[src/rtl/jtag_rfifo_rd_arbiter_if.sv]
// FIFO read-port bundle between the read arbiter (master) and the FIFO read pointer/memory plus consumers (slave).
// Widths follow NREQ / DATA_WIDTH, so both ends must be built with matching parameters.
interface jtag_rfifo_rd_arbiter_if #(
  parameter int NREQ       = 2,
  parameter int DATA_WIDTH = 32
);
  localparam int IW = (NREQ > 1) ? $clog2(NREQ) : 1;

  logic                  empty;
  logic [DATA_WIDTH-1:0] rdata;
  logic [NREQ-1:0]       req;
  logic                  rinc;
  logic [NREQ-1:0]       gnt;
  logic                  rd_valid;
  logic [DATA_WIDTH-1:0] rd_data;
  logic [IW-1:0]         rd_id;
  logic                  busy;

  modport master (
    input  empty, rdata, req,
    output rinc, gnt, rd_valid, rd_data, rd_id, busy
  );

  modport slave (
    output empty, rdata, req,
    input  rinc, gnt, rd_valid, rd_data, rd_id, busy
  );
endinterface

[src/rtl/jtag_rfifo_rd_arbiter.sv]
// Round-robin read arbiter for the JTAG async FIFO: 1-cycle arbitration, pop->rd_valid 1 cycle, bursts of <= MAX_BURST pops.
// No consumer backpressure: an owner pauses by dropping req (releases the grant); define JTAG_RARB_CNT_EN for the saturating pop_cnt output.
module jtag_rfifo_rd_arbiter #(
  parameter int NREQ       = 2,
  parameter int DATA_WIDTH = 32,
  parameter int MAX_BURST  = 4
) (
  input  logic                      rclk,
  input  logic                      r_rst,
`ifdef JTAG_RARB_CNT_EN
  output logic [15:0]               pop_cnt,
`endif
  jtag_rfifo_rd_arbiter_if.master   bus
);
  localparam int             IW         = (NREQ > 1) ? $clog2(NREQ) : 1;
  localparam int             BW         = $clog2(MAX_BURST + 1);
  localparam logic [BW-1:0]  BURST_LAST = BW'(MAX_BURST - 1);
  localparam logic [IW-1:0]  LAST_RST   = IW'(NREQ - 1);

  typedef enum logic {IDLE = 1'b0, GRANT = 1'b1} state_t;

  state_t                state;
  state_t                state_nxt;
  logic [IW-1:0]         owner;
  logic [IW-1:0]         last;
  logic [IW-1:0]         pick;
  logic [BW-1:0]         burst_cnt;
  logic                  pop;
  logic                  grant_start;
  logic                  release_burst;
  logic                  burst_done;
  logic                  found;
  int                    scan_idx;
  logic [NREQ-1:0]       gnt_c;
  logic                  rd_valid_q;
  logic [DATA_WIDTH-1:0] rd_data_q;
  logic [IW-1:0]         rd_id_q;

  // Round-robin pick: scan last+1, last+2, ... wrapping, so the previous owner has lowest priority.
  always_comb begin
    found    = 1'b0;
    pick     = last;
    scan_idx = 0;
    for (int i = 1; i <= NREQ; i++) begin
      scan_idx = int'(last) + i;
      if (scan_idx >= NREQ) scan_idx = scan_idx - NREQ;
      if (!found && bus.req[IW'(scan_idx)]) begin
        found = 1'b1;
        pick  = IW'(scan_idx);
      end
    end
  end

  always_ff @(posedge rclk or posedge r_rst) begin
    if (r_rst) state <= IDLE;
    else       state <= state_nxt;
  end

  always_comb begin
    state_nxt     = state;
    grant_start   = 1'b0;
    release_burst = 1'b0;
    burst_done    = 1'b0;
    case (state)
      IDLE: begin
        if ((|bus.req) && !bus.empty) begin
          grant_start = 1'b1;
          state_nxt   = GRANT;
        end
      end
      GRANT: begin
        burst_done = pop && (burst_cnt == BURST_LAST);
        if (burst_done || !bus.req[owner] || bus.empty) begin
          release_burst = 1'b1;
          state_nxt     = IDLE;
        end
      end
      default: state_nxt = IDLE;
    endcase
  end

  always_comb begin
    pop   = 1'b0;
    gnt_c = '0;
    if (state == GRANT) begin
      pop          = bus.req[owner] & ~bus.empty;
      gnt_c[owner] = 1'b1;
    end
  end

  assign bus.rinc     = pop;
  assign bus.gnt      = gnt_c;
  assign bus.busy     = (state != IDLE);
  assign bus.rd_valid = rd_valid_q;
  assign bus.rd_data  = rd_data_q;
  assign bus.rd_id    = rd_id_q;

  always_ff @(posedge rclk or posedge r_rst) begin
    if (r_rst) begin
      owner     <= '0;
      last      <= LAST_RST;
      burst_cnt <= '0;
    end else begin
      if (grant_start) owner <= pick;
      if (release_burst) begin
        last      <= owner;
        burst_cnt <= '0;
      end else if (pop) begin
        burst_cnt <= burst_cnt + BW'(1);
      end
    end
  end

  // rd_data/rd_id hold their last popped value; only rd_valid marks a fresh word.
  always_ff @(posedge rclk or posedge r_rst) begin
    if (r_rst) begin
      rd_valid_q <= 1'b0;
      rd_data_q  <= '0;
      rd_id_q    <= '0;
    end else begin
      rd_valid_q <= pop;
      if (pop) begin
        rd_data_q <= bus.rdata;
        rd_id_q   <= owner;
      end
    end
  end

`ifdef JTAG_RARB_CNT_EN
  always_ff @(posedge rclk or posedge r_rst) begin
    if (r_rst)                           pop_cnt <= '0;
    else if (pop && pop_cnt != 16'hFFFF) pop_cnt <= pop_cnt + 16'd1;
  end
`endif

  a_gnt_onehot: assert property (@(posedge rclk) disable iff (r_rst) $onehot0(bus.gnt));
  a_burst_bound: assert property (@(posedge rclk) disable iff (r_rst) burst_cnt < BW'(MAX_BURST));

endmodule
[src/flat_wrapper.sv]
// flat-port wrapper written by rule: the top's interface ports become plain ports
module jtag_rfifo_rd_arbiter_flat 
#(
  parameter int NREQ       = 2,
  parameter int DATA_WIDTH = 32,
  parameter int MAX_BURST  = 4
)
  (rclk, r_rst, bus_empty, bus_rdata, bus_req, bus_rinc, bus_gnt, bus_rd_valid, bus_rd_data, bus_rd_id, bus_busy);
  jtag_rfifo_rd_arbiter_if #(.NREQ(NREQ), .DATA_WIDTH(DATA_WIDTH)) bus_i ();
  input  logic rclk;
  input  logic r_rst;
  input wire logic [$bits(bus_i.empty)-1:0] bus_empty;
  input wire logic [$bits(bus_i.rdata)-1:0] bus_rdata;
  input wire logic [$bits(bus_i.req)-1:0] bus_req;
  output wire logic [$bits(bus_i.rinc)-1:0] bus_rinc;
  output wire logic [$bits(bus_i.gnt)-1:0] bus_gnt;
  output wire logic [$bits(bus_i.rd_valid)-1:0] bus_rd_valid;
  output wire logic [$bits(bus_i.rd_data)-1:0] bus_rd_data;
  output wire logic [$bits(bus_i.rd_id)-1:0] bus_rd_id;
  output wire logic [$bits(bus_i.busy)-1:0] bus_busy;
  assign bus_i.empty = bus_empty;
  assign bus_i.rdata = bus_rdata;
  assign bus_i.req = bus_req;
  assign bus_rinc = bus_i.rinc;
  assign bus_gnt = bus_i.gnt;
  assign bus_rd_valid = bus_i.rd_valid;
  assign bus_rd_data = bus_i.rd_data;
  assign bus_rd_id = bus_i.rd_id;
  assign bus_busy = bus_i.busy;
  jtag_rfifo_rd_arbiter #(.NREQ(NREQ), .DATA_WIDTH(DATA_WIDTH), .MAX_BURST(MAX_BURST)) u_core (.rclk(rclk), .r_rst(r_rst), .bus(bus_i));
endmodule
[config.mk]
export PLATFORM = sky130hd
export DESIGN_NAME = jtag_rfifo_rd_arbiter_flat
export DESIGN_NICKNAME = d
export VERILOG_FILES = /design/src/rtl/jtag_rfifo_rd_arbiter_if.sv /design/src/rtl/jtag_rfifo_rd_arbiter.sv /design/src/flat_wrapper.sv
export SDC_FILE = /design/constraint.sdc
export NUM_CORES = 1
export LEC_CHECK = 0
export CAP_MARGIN = 30
export CORE_ASPECT_RATIO = 1.5
export CORE_MARGIN = 2
export CORE_UTILIZATION = 41
export DETAILED_ROUTE_END_ITERATION = 6
export GPL_ROUTABILITY_DRIVEN = 0
export PLACE_DENSITY = 0.83
export SYNTH_ARGS = -nofsm -noshare
export SYNTH_HDL_FRONTEND = slang
export SYNTH_SLANG_ARGS = --single-unit
export TNS_END_PERCENT = 20
[constraint.sdc]
create_clock -name rclk -period 1.8 [get_ports rclk]
set_input_delay 0.27 -clock rclk [delete_from_list [all_inputs] [get_ports rclk]]
set_output_delay 0.27 -clock rclk [all_outputs]
set_load 0.005 [all_outputs]
* Yosys cells after proc, flatten, opt, wreduce, memory -nomap -nowiden
Cells that the tools add are included.
** Word-level totals
- Memories :: 0
- Latch bits :: 0
- Word-level logic and storage cells :: 56
- Flip-flop bits (word level) :: 40
- Memory bits (read-only) :: 0
- Bits of input ports :: 37
- Memory bits (writable) :: 0
** Operators by class
- Shift-type cells :: 0
- Add/subtract/negate cells :: 5
- Reduce and logical (&&, ||, !) cells :: 11
- Multiplexer cells :: 23
- Bitwise logic cells :: 3
- Eq/ne operators :: 1
- Div/mod/pow operators :: 0
- Multipliers :: 0
- $lt $le $gt $ge :: 6
** Operators with widths (count)
- $mux W1 :: 18
- $lt A1 B3 Y1 const B :: 2
- $mux W3 :: 2
- $logic_and A1 B1 Y1 :: 4
- $add A1 B2 Y3 const B :: 1
- $add A3 B1 Y3 const B :: 1
- $eq A3 B2 Y1 const B :: 1
- $ge A3 B2 Y1 const B :: 1
- $logic_not A1 Y1 :: 3
- $add A1 B1 Y2 const B :: 1
- $ge A2 B2 Y1 const B :: 1
- $logic_or A1 B1 Y1 :: 2
- $lt A1 B2 Y1 const B :: 1
- $mux W2 :: 1
- $not A1 Y1 :: 2
- $pmux W1 S2 :: 1
- $reduce_bool A2 Y1 :: 1
- $reduce_or A2 Y1 :: 1
- $sub A1 B1 Y1 const B :: 2
- $and A1 B1 Y1 :: 1
- $demux W1 S1 :: 1
- $ge A1 B1 Y1 const B :: 1

* Logic depth before layout (Yosys ltp)
- Depth in word-level cells :: 10
- Gate-level depth with buffers :: 5
- Depth with buffers taken out :: 5

* Worst setup path before layout
Ideal clock, no wire load.
- Path kind :: flip-flop to flip-flop
- Start :: reg u_core.owner
- End :: reg u_core.rd_data_q[0] (netlist: u_core.bus.rd_data[0])
- Path slack :: 204 ps
- Arrival time :: 1471 ps
- Cell stages (with the launch flop) :: 6
- Clock period less this slack :: 1596 ps
- Data required time :: 1675 ps
- Cells stage by stage :: dfrtp_1 -> buf_4 -> mux2i_1 -> nor3_4 -> buf_6 -> mux2_2
** Between the ends
- Longest elaborated chain between the ends :: 4
** Ends and longest elaborated chain
- start, declared :: RTL line jtag_rfifo_rd_arbiter.sv:24 : logic [IW-1:0] owner;
- start signal, assigned :: RTL line jtag_rfifo_rd_arbiter.sv:104 : if (grant_start) owner <= pick;
- $mux W1 (implied by the code) (2 in series) :: RTL line jtag_rfifo_rd_arbiter.sv:86 : pop = bus.req[owner] & ~bus.empty;
- $and A1 B1 Y1 :: RTL line jtag_rfifo_rd_arbiter.sv:86
- $mux W1 :: RTL line jtag_rfifo_rd_arbiter.sv:85 : if (state == GRANT) begin
- net bus_rinc :: RTL line flat_wrapper.sv:15 : output wire logic [$bits(bus_i.rinc)-1:0] bus_rinc;
- end signal, assigned :: RTL line jtag_rfifo_rd_arbiter.sv:123 : rd_data_q <= bus.rdata;
- end, declared :: RTL line jtag_rfifo_rd_arbiter.sv:36 : logic [DATA_WIDTH-1:0] rd_data_q;
The timed path passes the listed nets, and every way through them passes these cells. The select of a mux whose other input is x is not followed.
A chain may end at the register's enable or synchronous reset.

* Worst setup path in the final report
- Start :: reg u_core.owner
- End :: out bus_gnt[1]
** Between the ends
- Longest elaborated chain between the ends :: 5
** Ends and longest elaborated chain
- $lt A1 B2 Y1 (implied by the code) / $ge A1 B1 Y1 (equally long branches) :: RTL line jtag_rfifo_rd_arbiter.sv:87 : gnt_c[owner] = 1'b1;
- $logic_and A1 B1 Y1 (implied by the code) :: RTL line jtag_rfifo_rd_arbiter.sv:87
- $mux W1 (implied by the code) :: RTL line jtag_rfifo_rd_arbiter.sv:87
- $demux W1 S1 *
- $mux W2 * :: RTL line jtag_rfifo_rd_arbiter.sv:85
- end, declared :: RTL line flat_wrapper.sv:16 : output wire logic [$bits(bus_i.gnt)-1:0] bus_gnt;
Mark *: on every way between the ends. The rest lies on a longest branch, timed or not.

==> results <==
==> cells by family (layout without fill, tap and decap cells) <==
logic type	count (synthesis)	count (layout)	synth area share
AO/OA/AOI/OAI	12	12	0.0539
adder cells (fa/ha/maj)	2	2	0.0154
buffers and inverters	9	95	0.0369
flip-flops	40	40	0.617
multiplexers	33	33	0.228
AND/OR/NAND/NOR	15	15	0.0493
==> what timing repair did <==
action / 4_1_cts / 5_1_grt
setup endpoints to repair: 1 / 0
setup buffers: 0 / 0
gates resized for setup: 1 / 0
==> through the flow <==
step	util	setup slack (ns)	cell area (um2)	cells
2_1_floorplan	-	0.204	1630	111
3_3_place_gp	0.628	-0.0330	2440	234
3_5_place_dp	0.628	-0.0571	2440	234
4_1_cts	0.651	0.0539	2530	242
5_1_grt	0.651	0.000323	2530	242
6_report	0.651	0.0629	2530	242
==> synth_stat cells (all sizes together) <==
| master | count | share of area |
|---|---|---|
| a32o | 1 | 0.0062 |
| a22o | 3 | 0.016 |
| nor3 | 2 | 0.013 |
| a31oi | 1 | 0.0039 |
| ha | 2 | 0.015 |
| nor2b | 1 | 0.0039 |
| nand2 | 2 | 0.0046 |
| mux2 | 32 | 0.22 |
| o221a | 1 | 0.0069 |
| a21oi | 3 | 0.0092 |
| dfrtp | 39 | 0.60 |
| o21ai | 2 | 0.0062 |
| and2 | 1 | 0.0039 |
| nand3b | 1 | 0.0046 |
| nor2 | 7 | 0.016 |
| inv | 5 | 0.012 |
| buf | 4 | 0.025 |
| dfstp | 1 | 0.016 |
| mux2i | 1 | 0.0062 |
| nand3 | 1 | 0.0031 |
| a211o | 1 | 0.0054 |
==> metal layers <==
| layer | wire length (um) | up-vias | part of all wire | track usage |
|---|---|---|---|---|
| met5 | 0 | - | 0 | 0 |
| li1 | - | 561 | - | - |
| met4 | 61 | 0 | 0.016 | 0.0902 |
| met2 | 2210 | 37 | 0.58 | 0.343 |
| met1 | 1370 | 587 | 0.36 | 0.179 |
| met3 | 151 | 4 | 0.040 | 0.0318 |
==> power by group through the flow <==
stage / sequential (mW) / combinational [mW] / clock [mW]
after global placement: 1.48 / 1.40 / 0
after detailed placement: 1.51 / 1.44 / 0
after floorplan: 1.52 / 0.480 / 0
after global routing: 1.54 / 1.52 / 0.667
final: 1.49 / 1.42 / 0.608
after CTS: 1.49 / 1.45 / 0.627
==> final cells by class <==
cell class	instances	area (um2)	share of cell area
Tap cell	45	56.3	0.0222
Timing Repair Buffer	82	800	0.316
Inverter	5	18.8	0.00741
Clock inverter	2	10.0	0.00395
Multi-Input combinational cell	62	563	0.222
Sequential cell	40	1000	0.396
Clock buffer	6	82.6	0.0326
==> flip-flops by register name (all words and copies together), names as in the netlist <==
signal and count:
u_core.bus.rd_id 1, u_core.bus.rd_data 32, u_core.bus.rd_valid 1, u_core.owner 1
u_core.bus.busy 1, u_core.last 1, u_core.burst_cnt 3
==> how the worst min path moves through the flow <==
stage / start / endpoint / depth (start not counted)
3_3_place_gp: u_core.bus.rd_data[5]$_DFFE_PP0P_ / u_core.bus.rd_data[5]$_DFFE_PP0P_ / 1
6_report: r_rst / u_core.bus.rd_data[30]$_DFFE_PP0P_ / 3
3_5_place_dp: u_core.bus.rd_data[13]$_DFFE_PP0P_ / u_core.bus.rd_data[13]$_DFFE_PP0P_ / 1
5_1_grt: r_rst / u_core.bus.rd_data[10]$_DFFE_PP0P_ / 3
2_1_floorplan: bus_empty / u_core.bus.busy$_DFF_PP0_ / 1
4_1_cts: r_rst / u_core.bus.rd_data[10]$_DFFE_PP0P_ / 3
==> critical path, stage by stage (launching register included) <==
cell and delay (ns):
dfrtp_1 0.37, buf_4 0.16, and2_1 0.15, clkdlybuf4s50_1 0.50
==> flow_metrics.env <==
export IMPL_status="complete, no violations"
export IMPL_grt_max_degree=41
export IMPL_holdWs_ns=0.418
export IMPL_clkPwrFrac=0.173
export IMPL_fp_dieArea_um2=4490
export IMPL_cp_arrival_ns=1.47
export IMPL_ant_nets=0
export IMPL_p_sw_uw=913
export IMPL_ir_drop_mv=0.825
export IMPL_r2r_start="u_core.burst_cnt[0]$_DFFE_PP0P_"
export IMPL_netSwitchingFraction=0.259
export IMPL_numCtsBuffers=5
export IMPL_hold_path_class="input port to async pin"
export IMPL_critPathCaptureType="primary output"
export IMPL_dp_hpwl_um=2870
export IMPL_antenna_found_initial=0
export IMPL_layout_commonest_cell="clkdlybuf4s50_1"
export IMPL_initial_utilization=0.418
export IMPL_yosys_warnings=0
export IMPL_r2r_end="u_core.last$_DFFE_PP1P_"
export IMPL_power_internal_mw=2.61
export IMPL_wl_per_cell_um=15.7
export IMPL_drt_iter0_drc=20
export IMPL_synth_yosys_seq_area_share=0.617
export IMPL_worstRegToRegCells=5
export IMPL_htree_levels=2
export IMPL_clk_root_buffer_cell="clkbuf_8"
export IMPL_grt_overflow_total=0
export IMPL_p_leak_nw=1.08
export IMPL_drv_cap=0
export IMPL_final_nets=235
export IMPL_skew_ns=0.00376
export IMPL_startpoint="u_core.owner$_DFFE_PP0P_"
export IMPL_core_um2=3890
export IMPL_ys_ff_latch=40
export IMPL_crit_required_ns=1.53
export IMPL_syn2layout_area_growth_pct=55.8
export IMPL_n_antenna_cell=0
export IMPL_grt_pass1_wl_um=6090
export IMPL_num_rows=28
export IMPL_synthDistinctLibCells=25
export IMPL_cts_tree="done"
export IMPL_fmax_mhz=576
export IMPL_hold_viol=0
export IMPL_grt_usage=0.177
export IMPL_die_width_um=55.4
export IMPL_ff2ff_setup_slack_ns=0.31
export IMPL_hold_buffers=0
export IMPL_pwr_share_comb=0.404
export IMPL_synth_area_per_cell_um2=14.6
export IMPL_worst_pin_slew_ns=0.500
export IMPL_drc_errors=0
export IMPL_syn_nets=150
export IMPL_power_mw=3.52
export IMPL_avgViaCountPerCell=4.91
export IMPL_power_density_nw_per_um2=1390
export IMPL_setup_viol=0
export IMPL_clkSinkCount=40
export IMPL_syn_inst=111
export IMPL_slew_viol_final=0
export IMPL_worstSetupPathType="flip-flop to primary output"
export IMPL_final_cell_mix="clkdlybuf4s50_1 (73), dfrtp_1 (39), mux2_2 (29), buf_4 (8), nor2_1 (7)"
export IMPL_io_buffers=74
export IMPL_clk_latency_ns=0.29
export IMPL_seqPwrFrac=0.423
export IMPL_firstDrtPassIters=4
export IMPL_drive_gt1_frac=0.249
export IMPL_crit_path_end="bus_gnt[1]"
export IMPL_startpoint_type="flip-flop"
export IMPL_clock_path_buffers=2
export IMPL_grt_pass1_vias=1271
export IMPL_path_max_fanout=8
export IMPL_dr_total_vias=1189
export IMPL_rsz0062_at_grt="no"
export IMPL_fin_crit_ns=1.74
export IMPL_clkTransAtPathRegs_ns=0.08
export IMPL_wirelength_um=3790
export IMPL_ios=75
export IMPL_period_share=0.965
export IMPL_die_h_um=81.1
export IMPL_syn_area_um2=1630
export IMPL_relSlewSlack=0.666
export IMPL_fillers=317
export IMPL_tns_ns=0
Power figures use the tool's default switching activity.
==> RTL edit (config.mk and constraints unchanged) <==
`DATA_WIDTH` is set to 32 in 3 places; all go to 36.
--- a/src/rtl/jtag_rfifo_rd_arbiter_if.sv
+++ b/src/rtl/jtag_rfifo_rd_arbiter_if.sv
@@ -2,7 +2,7 @@
 // Widths follow NREQ / DATA_WIDTH, so both ends must be built with matching parameters.
 interface jtag_rfifo_rd_arbiter_if #(
   parameter int NREQ       = 2,
-  parameter int DATA_WIDTH = 32
+  parameter int DATA_WIDTH = 36
 );
   localparam int IW = (NREQ > 1) ? $clog2(NREQ) : 1;
 
--- a/src/rtl/jtag_rfifo_rd_arbiter.sv
+++ b/src/rtl/jtag_rfifo_rd_arbiter.sv
@@ -2,7 +2,7 @@
 // No consumer backpressure: an owner pauses by dropping req (releases the grant); define JTAG_RARB_CNT_EN for the saturating pop_cnt output.
 module jtag_rfifo_rd_arbiter #(
   parameter int NREQ       = 2,
-  parameter int DATA_WIDTH = 32,
+  parameter int DATA_WIDTH = 36,
   parameter int MAX_BURST  = 4
 ) (
   input  logic                      rclk,
--- a/src/flat_wrapper.sv
+++ b/src/flat_wrapper.sv
@@ -2,7 +2,7 @@
 module jtag_rfifo_rd_arbiter_flat 
 #(
   parameter int NREQ       = 2,
-  parameter int DATA_WIDTH = 32,
+  parameter int DATA_WIDTH = 36,
   parameter int MAX_BURST  = 4
 )
   (rclk, r_rst, bus_empty, bus_rdata, bus_req, bus_rinc, bus_gnt, bus_rd_valid, bus_rd_data, bus_rd_id, bus_busy);
Ports: changed (resized bus_rd_data and bus_rdata); port bits go from 75 to 83. The function was not compared with the original's and may differ.
==> RTL edit against the unedited design <==
Critical endpoint is now u_core.bus.rd_data[16]; cell area increased by 12%; utilization is 2.3 points higher; area after synthesis increased by 11%; power grew 13%; via count up 11%; clock power rose by 3%; largest cell class unchanged; sequential cell count grew 4; global-route usage rose by 2.8 points; maximum frequency increased by 1.8%; non-clock buffer count rose by 11; routed wire length up 18%; register-to-register slack got worse by 0.22 ns; combinational power rose by 16%; worst setup slack improved by 0.030 ns.
==> RTL edit: results (changes against the unedited design) <==
* Outcome: finished, final reports clean
* Mapped Nets at 163 (+8.7%)
* Clock Latency Late Sink at 0.29 ns (about the same)
* Leakage Power at 1.22 nW (+13%)
* Initial antenna violation count at 0 (unchanged)
* Worst min path class: in -> async
* TritonRoute pass-1 iters at 4 (unchanged)
* Number of diodes at 0 (unchanged)
* Commonest cells in the netlist: dfrtp_1, mux2_2, nor2_1
* DR iter-0 viols at 13 (-35%)
* Final #Nets at 258 (+9.8%)
* Clock Skew at 0.00386 ns (+0.000110 ns)
* Final-report setup violation count at 0 (unchanged)
* Crit path arrival time at 1.88 ns (+0.41 ns)
* Cells after Synth at 120 (+8.1%)
* DP Wirelength at 3580 um (+25%)
* Seq/Total Area, Yosys at 0.614 (-0.00312)
* Async set-reset flop share out of synthesis at 1.00 (unchanged)
* Final Non-Filler Cells at 262 (+8.3%)
* # fillers at 317 (unchanged)
* Peak supply drop at 0.00112 V (+36%)
* P_sw at 1.05 mW (+16%)
* Largest net degree at the start of global routing at 25 (-39%)
* Largest register FFs at 36 (+13%)
* Vias in the first global route at 1549 (+22%)
* Layout cells sized above 1 at 0.273 (+0.0244)
* Reg-to-reg startpoint: u_core.owner
* Total Wirelength at 4490 um (+18%)
* CTS root buf: clkbuf_8
* Worst slew pin tran at 0.304 ns (-0.196 ns)
* First-pass GRT wire length at 7480 um (+23%)
* PortBufs at 82 (+11%)
* Worst Path Max Fanout at 15 (+7)
* Vias per inst at 5.03 (+2.5%)
* GRT Util Overall at 0.205 (+0.0282)
* Cell Count Post-Placement at 253 (+8.1%)
* DP Area at 2730 sq um (+12%)
* Yosys cell types at 24 (-4.0%)
* Clk buf depth at 2 (unchanged)
* Synth area leaders: dfrtp_1, mux2_2, buf_6
* Starting Density at 0.427 (+0.00892)
* Routed Antenna Nets at 0 (unchanged)
* WS Path Type: reg -> reg
* H-tree depth at 2 (unchanged)
==> RTL edit: cell types whose count changed after synthesis <==
cell / unedited run / this run
buf_4: 1 / 0
buf_6: 3 / 5
mux2_4: 0 / 3
mux2_1: 3 / 0
dfrtp_1: 39 / 43
mux2_2: 29 / 33
==> RTL edit: cells by family (layout without fill, tap and decap cells) <==
kind of cell / after synthesis / after routing / synth area share
buffers and inverters: 10 / 106 / 0.0418
multiplexers: 37 / 37 / 0.237
flip-flops: 44 / 44 / 0.614
adder cells (fa/ha/maj): 2 / 2 / 0.0139
AND/OR/NAND/NOR: 15 / 15 / 0.0446
AO/OA/AOI/OAI: 12 / 12 / 0.0487
==> RTL edit: timing repair <==
action / 4_1_cts / 5_1_grt
hold buffers: 0 / 0
pin swaps: 1 / 0
endpoints found under the setup margin: 1 / 10
resized for setup: 2 / 3
cloned: 0 / 0
buffers inserted: 1 / 0
==> RTL edit: layout make-up <==
type                       count  area share
tap                           46      0.0203
sequential                    44       0.389
timing repair buffer          93       0.333
multi-input combinational     66       0.220
clock buffer                   8      0.0317
inverter                       5     0.00661
==> RTL edit: power groups by stage <==
stage / registers [mW] / clock network (mW) / logic [mW]
final: 1.68 / 0.625 / 1.65
after global routing: 1.74 / 0.684 / 1.76
after CTS: 1.68 / 0.647 / 1.68
after detailed placement: 1.70 / 0 / 1.67
after global placement: 1.65 / 0 / 1.60
after floorplan: 1.68 / 0 / 0.559
==> RTL edit: final timing paths <==
path                                                to  slack (ns)  cells past startpoint
worst max register to register  u_core.bus.rd_data[16]        0.09                      6
worst min-delay path            u_core.bus.rd_data[17]        0.32                      3
worst max-delay path            u_core.bus.rd_data[16]        0.09                      6
max in group asynchronous                  u_core.last        1.18                      3
worst min register to register     u_core.burst_cnt[1]        0.50                      1
min in group rclk                  u_core.burst_cnt[1]        0.50                      1
==> RTL edit: per-stage QoR <==
stage	power (mW)	worst slack, ns	TNS [ns]	hold slack [ns]	utilization
floorplan	2.24	0.328	0	0.333	-
global placement	3.25	-0.0381	-0.923	0.479	0.649
detailed placement	3.36	-0.0980	-2.82	0.492	0.649
CTS	4.01	0.00747	0	0.317	0.672
global route	4.18	0.0333	0	0.339	0.674
finish	3.96	0.0930	0	0.318	0.674
==> RTL edit: layer usage <==
metal	wire, um	share of wire	up-vias	global-route usage
met3	216	0.048	7	0.0427
li1	-	-	608	-
met5	0	0	-	0
met4	77	0.017	0	0.0909
met2	2680	0.60	50	0.379
met1	1520	0.34	654	0.216
==> RTL edit: worst max-delay path, cell delays in order (launching register included) <==
cell	delay (ns)
dfrtp_1	0.41
mux2i_2	0.18
nor3_4	0.21
buf_4	0.13
buf_4	0.15
buf_12	0.16
mux2_2	0.34
